[config.mk]
export PLATFORM = sky130hd
export DESIGN_NAME = mux_rr_arbiter_flat
export DESIGN_NICKNAME = d
export VERILOG_FILES = /design/src/rtl/mux_rr_arbiter_pkg.sv /design/src/rtl/mux_rr_arbiter_if.sv /design/src/rtl/mux_rr_arbiter_rr_pick.sv /design/src/rtl/mux_rr_arbiter.sv /design/src/flat_wrapper.sv
export SDC_FILE = /design/constraint.sdc
export NUM_CORES = 1
export LEC_CHECK = 0
export ABC_AREA = 1
export CORE_UTILIZATION = 52
export DETAILED_ROUTE_END_ITERATION = 10
export PLACE_DENSITY = 0.76
export SYNTH_ARGS = -nofsm -noshare
export SYNTH_HDL_FRONTEND = slang
export SYNTH_HIERARCHICAL = 1
export SYNTH_SLANG_ARGS = --single-unit
export TNS_END_PERCENT = 5
[constraint.sdc]
create_clock -name clk -period 2.2 [get_ports clk]
set_input_delay 0.33 -clock clk [delete_from_list [all_inputs] [get_ports clk]]
set_output_delay 0.33 -clock clk [all_outputs]
set_load 0.01 [all_outputs]
[src/rtl/mux_rr_arbiter_pkg.sv]
// mux_arb_pkg: shared constants and FSM state type for the round-robin
// select-path arbiter (mux_rr_arbiter, rr_pick, mux_rr_arbiter_if).
//   NUM_REQ : number of requesters sharing the 4:1 select path
//   SEL_W   : width of the select / round-robin pointer
//   CNT_W   : width of the per-grant beat counter
package mux_arb_pkg;
  localparam int NUM_REQ = 4;
  localparam int SEL_W   = 2;
  localparam int CNT_W   = 8;

  typedef enum logic {
    IDLE = 1'b0,
    BUSY = 1'b1
  } state_e;
endpackage

[src/rtl/mux_rr_arbiter_if.sv]
// mux_rr_arbiter_if: requester-side and downstream-side signals of the arbiter.
//   req       : per-requester request (held while requester has data)
//   data_in   : packed lanes, lane i = data_in[i*DATA_W +: DATA_W]
//   out_ready : downstream accepts the beat
//   lock      : burst lock (only honoured when MUX_ARB_LOCK_EN is defined)
//   grant     : one-hot grant, zero when idle
//   sel       : registered select of the granted lane
//   out_valid : beat on out_data is valid
//   out_data  : selected lane
//   ack       : pulse to granted requester on each accepted beat
// modport slave is the arbiter side, master is the requester/downstream side.
interface mux_rr_arbiter_if
  import mux_arb_pkg::*;
#(
  parameter int DATA_W = 1
);
  logic [NUM_REQ-1:0]        req;
  logic [NUM_REQ*DATA_W-1:0] data_in;
  logic                      out_ready;
  logic                      lock;
  logic [NUM_REQ-1:0]        grant;
  logic [SEL_W-1:0]          sel;
  logic                      out_valid;
  logic [DATA_W-1:0]         out_data;
  logic                      ack;

  modport slave (
    input  req, data_in, out_ready, lock,
    output grant, sel, out_valid, out_data, ack
  );

  modport master (
    output req, data_in, out_ready, lock,
    input  grant, sel, out_valid, out_data, ack
  );
endinterface

[src/rtl/mux_rr_arbiter_rr_pick.sv]
// rr_pick: combinational round-robin picker.
//   req_i : request vector
//   ptr_i : highest-priority index this round
//   any_o : some request is set
//   win_o : first set request searching ptr_i, ptr_i+1, ... (mod NUM_REQ)
module rr_pick
  import mux_arb_pkg::*;
(
  input  logic [NUM_REQ-1:0] req_i,
  input  logic [SEL_W-1:0]   ptr_i,
  output logic               any_o,
  output logic [SEL_W-1:0]   win_o
);
  logic [SEL_W-1:0] idx;

  assign any_o = |req_i;

  // Walk from lowest to highest priority so the closest-to-ptr hit wins last.
  always_comb begin
    win_o = '0;
    idx   = '0;
    for (int k = NUM_REQ - 1; k >= 0; k--) begin
      idx = ptr_i + SEL_W'(k);
      if (req_i[idx]) win_o = idx;
    end
  end
endmodule

[src/rtl/mux_rr_arbiter.sv]
// mux_rr_arbiter: round-robin arbiter driving the select of a 4:1 data path
// onto one valid/ready channel. A grant is held for up to MAX_BEATS accepted
// beats, then priority rotates past the last owner; each release costs one
// IDLE cycle.
//   clk, rst : clock, asynchronous active-high reset
//   bus      : mux_rr_arbiter_if.slave (req/data_in/out_ready/lock in,
//              grant/sel/out_valid/out_data/ack out)
// Optional: MUX_ARB_LOCK_EN -- while lock=1 the beat limit is suppressed and
// the grant is held until the owner drops its request.
module mux_rr_arbiter
  import mux_arb_pkg::*;
#(
  parameter int DATA_W    = 1,
  parameter int MAX_BEATS = 4
)(
  input  logic             clk,
  input  logic             rst,
  mux_rr_arbiter_if.slave  bus
);
  localparam logic [CNT_W:0] MAX_C = (CNT_W+1)'(MAX_BEATS);

  state_e             state_q, state_d;
  logic [SEL_W-1:0]   sel_q, sel_d;
  logic [SEL_W-1:0]   ptr_q, ptr_d;
  logic [NUM_REQ-1:0] grant_q, grant_d;
  logic [CNT_W-1:0]   cnt_q, cnt_d;

  logic               any;
  logic [SEL_W-1:0]   win;
  logic               valid, accept, limit_hit;
  logic [CNT_W:0]     cnt_inc;

  rr_pick u_pick (
    .req_i (bus.req),
    .ptr_i (ptr_q),
    .any_o (any),
    .win_o (win)
  );

  assign valid   = (state_q == BUSY) && bus.req[sel_q];
  assign accept  = valid && bus.out_ready;
  // One extra bit so the compare never sees a wrapped count.
  assign cnt_inc = {1'b0, cnt_q} + 1'b1;

`ifdef MUX_ARB_LOCK_EN
  assign limit_hit = accept && (cnt_inc >= MAX_C) && !bus.lock;
`else
  logic lock_unused;
  assign lock_unused = bus.lock;
  assign limit_hit   = accept && (cnt_inc >= MAX_C);
`endif

  always_ff @(posedge clk or posedge rst) begin
    if (rst) begin
      state_q <= IDLE;
      sel_q   <= '0;
      ptr_q   <= '0;
      grant_q <= '0;
      cnt_q   <= '0;
    end else begin
      state_q <= state_d;
      sel_q   <= sel_d;
      ptr_q   <= ptr_d;
      grant_q <= grant_d;
      cnt_q   <= cnt_d;
    end
  end

  always_comb begin
    state_d = state_q;
    sel_d   = sel_q;
    ptr_d   = ptr_q;
    grant_d = grant_q;
    cnt_d   = cnt_q;
    case (state_q)
      IDLE: begin
        if (any) begin
          state_d = BUSY;
          sel_d   = win;
          grant_d = NUM_REQ'(1) << win;
          cnt_d   = '0;
        end
      end
      BUSY: begin
        if (!bus.req[sel_q] || limit_hit) begin
          state_d = IDLE;
          grant_d = '0;
          ptr_d   = sel_q + 1'b1;
        end else if (accept) begin
          // Saturate at the limit so a long locked burst cannot wrap.
          cnt_d = (cnt_inc > MAX_C) ? MAX_C[CNT_W-1:0] : cnt_inc[CNT_W-1:0];
        end
      end
      default: state_d = IDLE;
    endcase
  end

  assign bus.grant     = grant_q;
  assign bus.sel       = sel_q;
  assign bus.out_valid = valid;
  assign bus.ack       = accept;
  assign bus.out_data  = bus.data_in[sel_q*DATA_W +: DATA_W];
endmodule

[src/flat_wrapper.sv]
// flat-port wrapper written by rule: the top's interface ports become plain ports
module mux_rr_arbiter_flat import mux_arb_pkg::*;
#(
  parameter int DATA_W    = 1,
  parameter int MAX_BEATS = 4
)
  (clk, rst, bus_req, bus_data_in, bus_out_ready, bus_lock, bus_grant, bus_sel, bus_out_valid, bus_out_data, bus_ack);
  mux_rr_arbiter_if #(.DATA_W(DATA_W)) bus_i ();
  input  logic clk;
  input  logic rst;
  input wire logic [$bits(bus_i.req)-1:0] bus_req;
  input wire logic [$bits(bus_i.data_in)-1:0] bus_data_in;
  input wire logic [$bits(bus_i.out_ready)-1:0] bus_out_ready;
  input wire logic [$bits(bus_i.lock)-1:0] bus_lock;
  output wire logic [$bits(bus_i.grant)-1:0] bus_grant;
  output wire logic [$bits(bus_i.sel)-1:0] bus_sel;
  output wire logic [$bits(bus_i.out_valid)-1:0] bus_out_valid;
  output wire logic [$bits(bus_i.out_data)-1:0] bus_out_data;
  output wire logic [$bits(bus_i.ack)-1:0] bus_ack;
  assign bus_i.req = bus_req;
  assign bus_i.data_in = bus_data_in;
  assign bus_i.out_ready = bus_out_ready;
  assign bus_i.lock = bus_lock;
  assign bus_grant = bus_i.grant;
  assign bus_sel = bus_i.sel;
  assign bus_out_valid = bus_i.out_valid;
  assign bus_out_data = bus_i.out_data;
  assign bus_ack = bus_i.ack;
  mux_rr_arbiter #(.DATA_W(DATA_W), .MAX_BEATS(MAX_BEATS)) u_core (.clk(clk), .rst(rst), .bus(bus_i));
endmodule
==> results.txt <==
Fill count -> 198
Tot GR Track Use -> 22.7%
CP Capture Type -> primary output
Worst VDD drop -> 883 uV
Max Cap Violations -> 0
CP Capture Point -> bus_out_data
Worst Path Arrival -> 1.64 ns
Leakage -> 0.783 nW
Clock sinks -> 17
R2r startpoint -> u_core/cnt_q[0]
Clock latency on the worst-skew pair -> 0.28 ns
Crit path max fanout -> 5
CTS buffer count -> 3
Crit path kind -> reg2out
Largest net degree at the start of global routing -> 18
Share of the synthesized area in the top cell type -> 35.0%
Startpoint Class -> register
Routability cong. -> 0.892
Vias in the first global route -> 1084
Reg-to-reg endpoint -> u_core/cnt_q[0]
Register area share after synthesis -> 35.0%
Die ar. -> 2530 sq um
DIE HEIGHT -> 50.3 microns
Pre-CTS WS -> -0.00987 ns
RSZ-0062 raised after global routing -> false
Cell count after synthesis -> 178
Non-Filler Instances -> 231
# DRC -> 0
IO buf count -> 19
Final worst slack -> 0.232 ns
Final nets -> 217
Mapped Area -> 1210 sq um
Post-DP Area -> 1440 sq um
Initial core utilization -> 54.9%
Fin crit share -> 89.5%
Critical-path cell list -> buf_4 > o21ai_0 > o22ai_1 > clkdlybuf4s50_1
Post-synth top area cell -> dfrtp_1
Via count -> 1188
XOR/XNOR Fraction of Synth Area -> 0.721%
Post-synthesis cell type count -> 25
DRT antenna net count -> 0
WL per Instance -> 11.4 microns
Largest cells by area after synthesis -> dfrtp_1 35%, nand2_1 17%, nand3_1 8.2%, inv_1 6.8%, nor2_1 4.9%
Clock Tree Root -> clkbuf_4
Status -> finished clean
Min Tclk post-route -> 1.97 ns
Cell count after placement -> 225
Antenna violations before repair -> 0
Compound-gate portion of the synthesized area -> 7.62%
Slew @ Worst Pin -> 0.631 ns
Adder-Cell Fraction of Synth Area -> 1.03%
First-pass GRT wire length -> 4380 microns
DR vias/cell -> 5.14
Drt pass-1 iters -> 4
Power Density -> 1130 nW/um^2
WP data required -> 1.87 ns
Core Footprint -> 2210 sq um
CP Launch Point -> u_core/bus.sel[0]
Mux contribution to synthesized area -> 0%
# rows -> 17
Largest buffer count on any clock path -> 2
Syn Nets -> 191
H-tree depth -> 1
Tot Pwr -> 1.68 mW
Crit path largest cell delay -> 0.56 ns
Final instance area -> 1490 sq um
Slowest cell on crit path -> clkdlybuf4s50_1
Total routed wirelength -> 2640 microns
Syn avg cell area -> 6.83 sq um
Final Core Density -> 67.3%
Register-to-Register Setup Slack -> 0.38 ns
Slew Limit Fails -> 0
Final setup vio count -> 0
GR Overflow Total -> 0
Fmax -> 508 MHz
Hold Fails Final Rpt -> 0
Combinational family with the most area after synthesis -> simple AND/OR/NAND/NOR gates
Hold Path Class -> in2async
Cells on worst reg2reg path -> 13
Die W -> 50.3 microns
Hpwl dp -> 2090 microns
CTS tree -> built
Rel. slew slack -> 57.9%
Clock skew -> 0.00492 ns
Area growth syn-to-layout -> 22.5%
Layout cells sized above 1 -> 16.7%
I/O pins -> 21
Violation count after the first detailed-route iteration -> 45
Diodes inserted -> 0
Post-synthesis simple-gate area fraction -> 45.9%
CTS clk-pin slew, worst paths -> 0.10 ns
Synth Warn # -> 6
#FFs+latches synth -> 17
-- worst min path at each step --
stage | startpoint | end | slack [ns] | cells past startpoint
after CTS | rst | u_core/cnt_q[7] | 0.42 | 2
after global placement | u_core/bus.grant[0] | u_core/bus.grant[0] | 0.48 | 2
after floorplan | rst | u_core/bus.grant[0] | 0.26 | 1
after detailed placement | u_core/bus.grant[1] | u_core/bus.grant[1] | 0.50 | 2
final | rst | u_core/cnt_q[7] | 0.42 | 2
after global routing | rst | u_core/cnt_q[3] | 0.48 | 2
-- synthesized netlist by cell type --
| cell type | count |
|---|---|
| nor2_4 | 4 |
| nand2_2 | 6 |
| o22ai_1 | 1 |
| nand3_1 | 20 |
| o21ai_2 | 1 |
| a21oi_1 | 1 |
| o21bai_1 | 1 |
| nand4_1 | 1 |
| o21ai_1 | 4 |
| clkinv_2 | 1 |
| nand2_1 | 56 |
| ha_1 | 1 |
| nand3_2 | 5 |
| inv_1 | 22 |
| and2_1 | 1 |
| nor2_2 | 2 |
| nor3b_1 | 1 |
| dfrtp_1 | 17 |
| buf_4 | 1 |
| inv_2 | 3 |
| nand2_4 | 2 |
| xnor2_1 | 1 |
| nor2_1 | 16 |
| o21ai_0 | 9 |
| buf_6 | 1 |
-- area by class of cell --
| class | count | area [sq um] | area share, % |
|---|---|---|---|
| multi-input combinational | 133 | 674 | 45.3 |
| sequential | 17 | 427 | 28.7 |
| timing repair buffer | 23 | 225 | 15.1 |
| clock inverter | 1 | 5.00 | 0.336 |
| inverter | 26 | 98.8 | 6.64 |
| clock buffer | 3 | 22.5 | 1.51 |
| tap | 28 | 35.0 | 2.35 |
-- cell families after synthesis --
group                      count (synthesis)
xor gates and xnor gates                   1
AOI/OAI and AO/OA                         17
adders and majority gates                  1
buffers and inverters                     28
and+or+nand+nor                          114
DFF                                       17
-- repair_timing --
| action | 4_1_cts | 5_1_grt |
|---|---|---|
| hold buffers | 0 | 0 |
| cloned | 0 | 0 |
| gates resized for setup | 1 | 3 |
| setup buffers | 2 | 0 |
| endpoints found under the hold margin | 0 | 0 |
| setup endpoints to repair | 2 | 2 |
| pin swaps | 0 | 1 |
-- routing by layer --
metal	global-route usage [%]	vias to the layer above	share of wire [%]
met1	24.4	541	42
met2	43.8	33	52
met3	2.73	6	3.6
met5	0	-	0
met4	9.72	0	2.2
li1	-	608	-
-- critical path, delay by kind of cell (launching register included) --
family	cells	cell delay, ns
compound gates	2	0.24
flops	1	0.42
buf+inv	2	0.71
-- through the flow --
step           hold slack (ns)   TNS, ns
2_1_floorplan            0.256         0
3_3_place_gp             0.482         0
3_5_place_dp             0.499  -0.00987
4_1_cts                  0.421         0
5_1_grt                  0.480         0
6_report                 0.417         0
-- report_power, final --
part / internal (mW) / total (mW) / switching [mW]
Combinational: 0.414 / 1.02 / 0.603
Clock: 0.0674 / 0.159 / 0.0913
Sequential: 0.403 / 0.507 / 0.104
-- placed cells by master (no fill, tap or decap), types with 2 or more instances in the layout --
cell type / synthesis / layout
clkbuf_4: 0 / 3
dlymetal6s2s_1: 0 / 2
dfrtp_1: 17 / 16
inv_2: 3 / 3
buf_4: 1 / 4
nand2_1: 56 / 55
clkdlybuf4s50_1: 0 / 17
nand3_1: 20 / 20
inv_1: 22 / 22
o21ai_0: 9 / 9
nand2_4: 2 / 2
nand2_2: 6 / 7
clkinv_2: 1 / 2
nand3_2: 5 / 5
nor2_4: 4 / 4
nor2_1: 16 / 16
nor2_2: 2 / 2
o21ai_1: 4 / 4
-- registers in the layout (all words and copies together) (netlist names) --
register,flops
u_core/cnt_q,8
u_core/bus.grant,4
u_core/bus.sel,2
u_core/ptr_q,2
u_core/state_q,1
(Power assumes the default switching activity.)
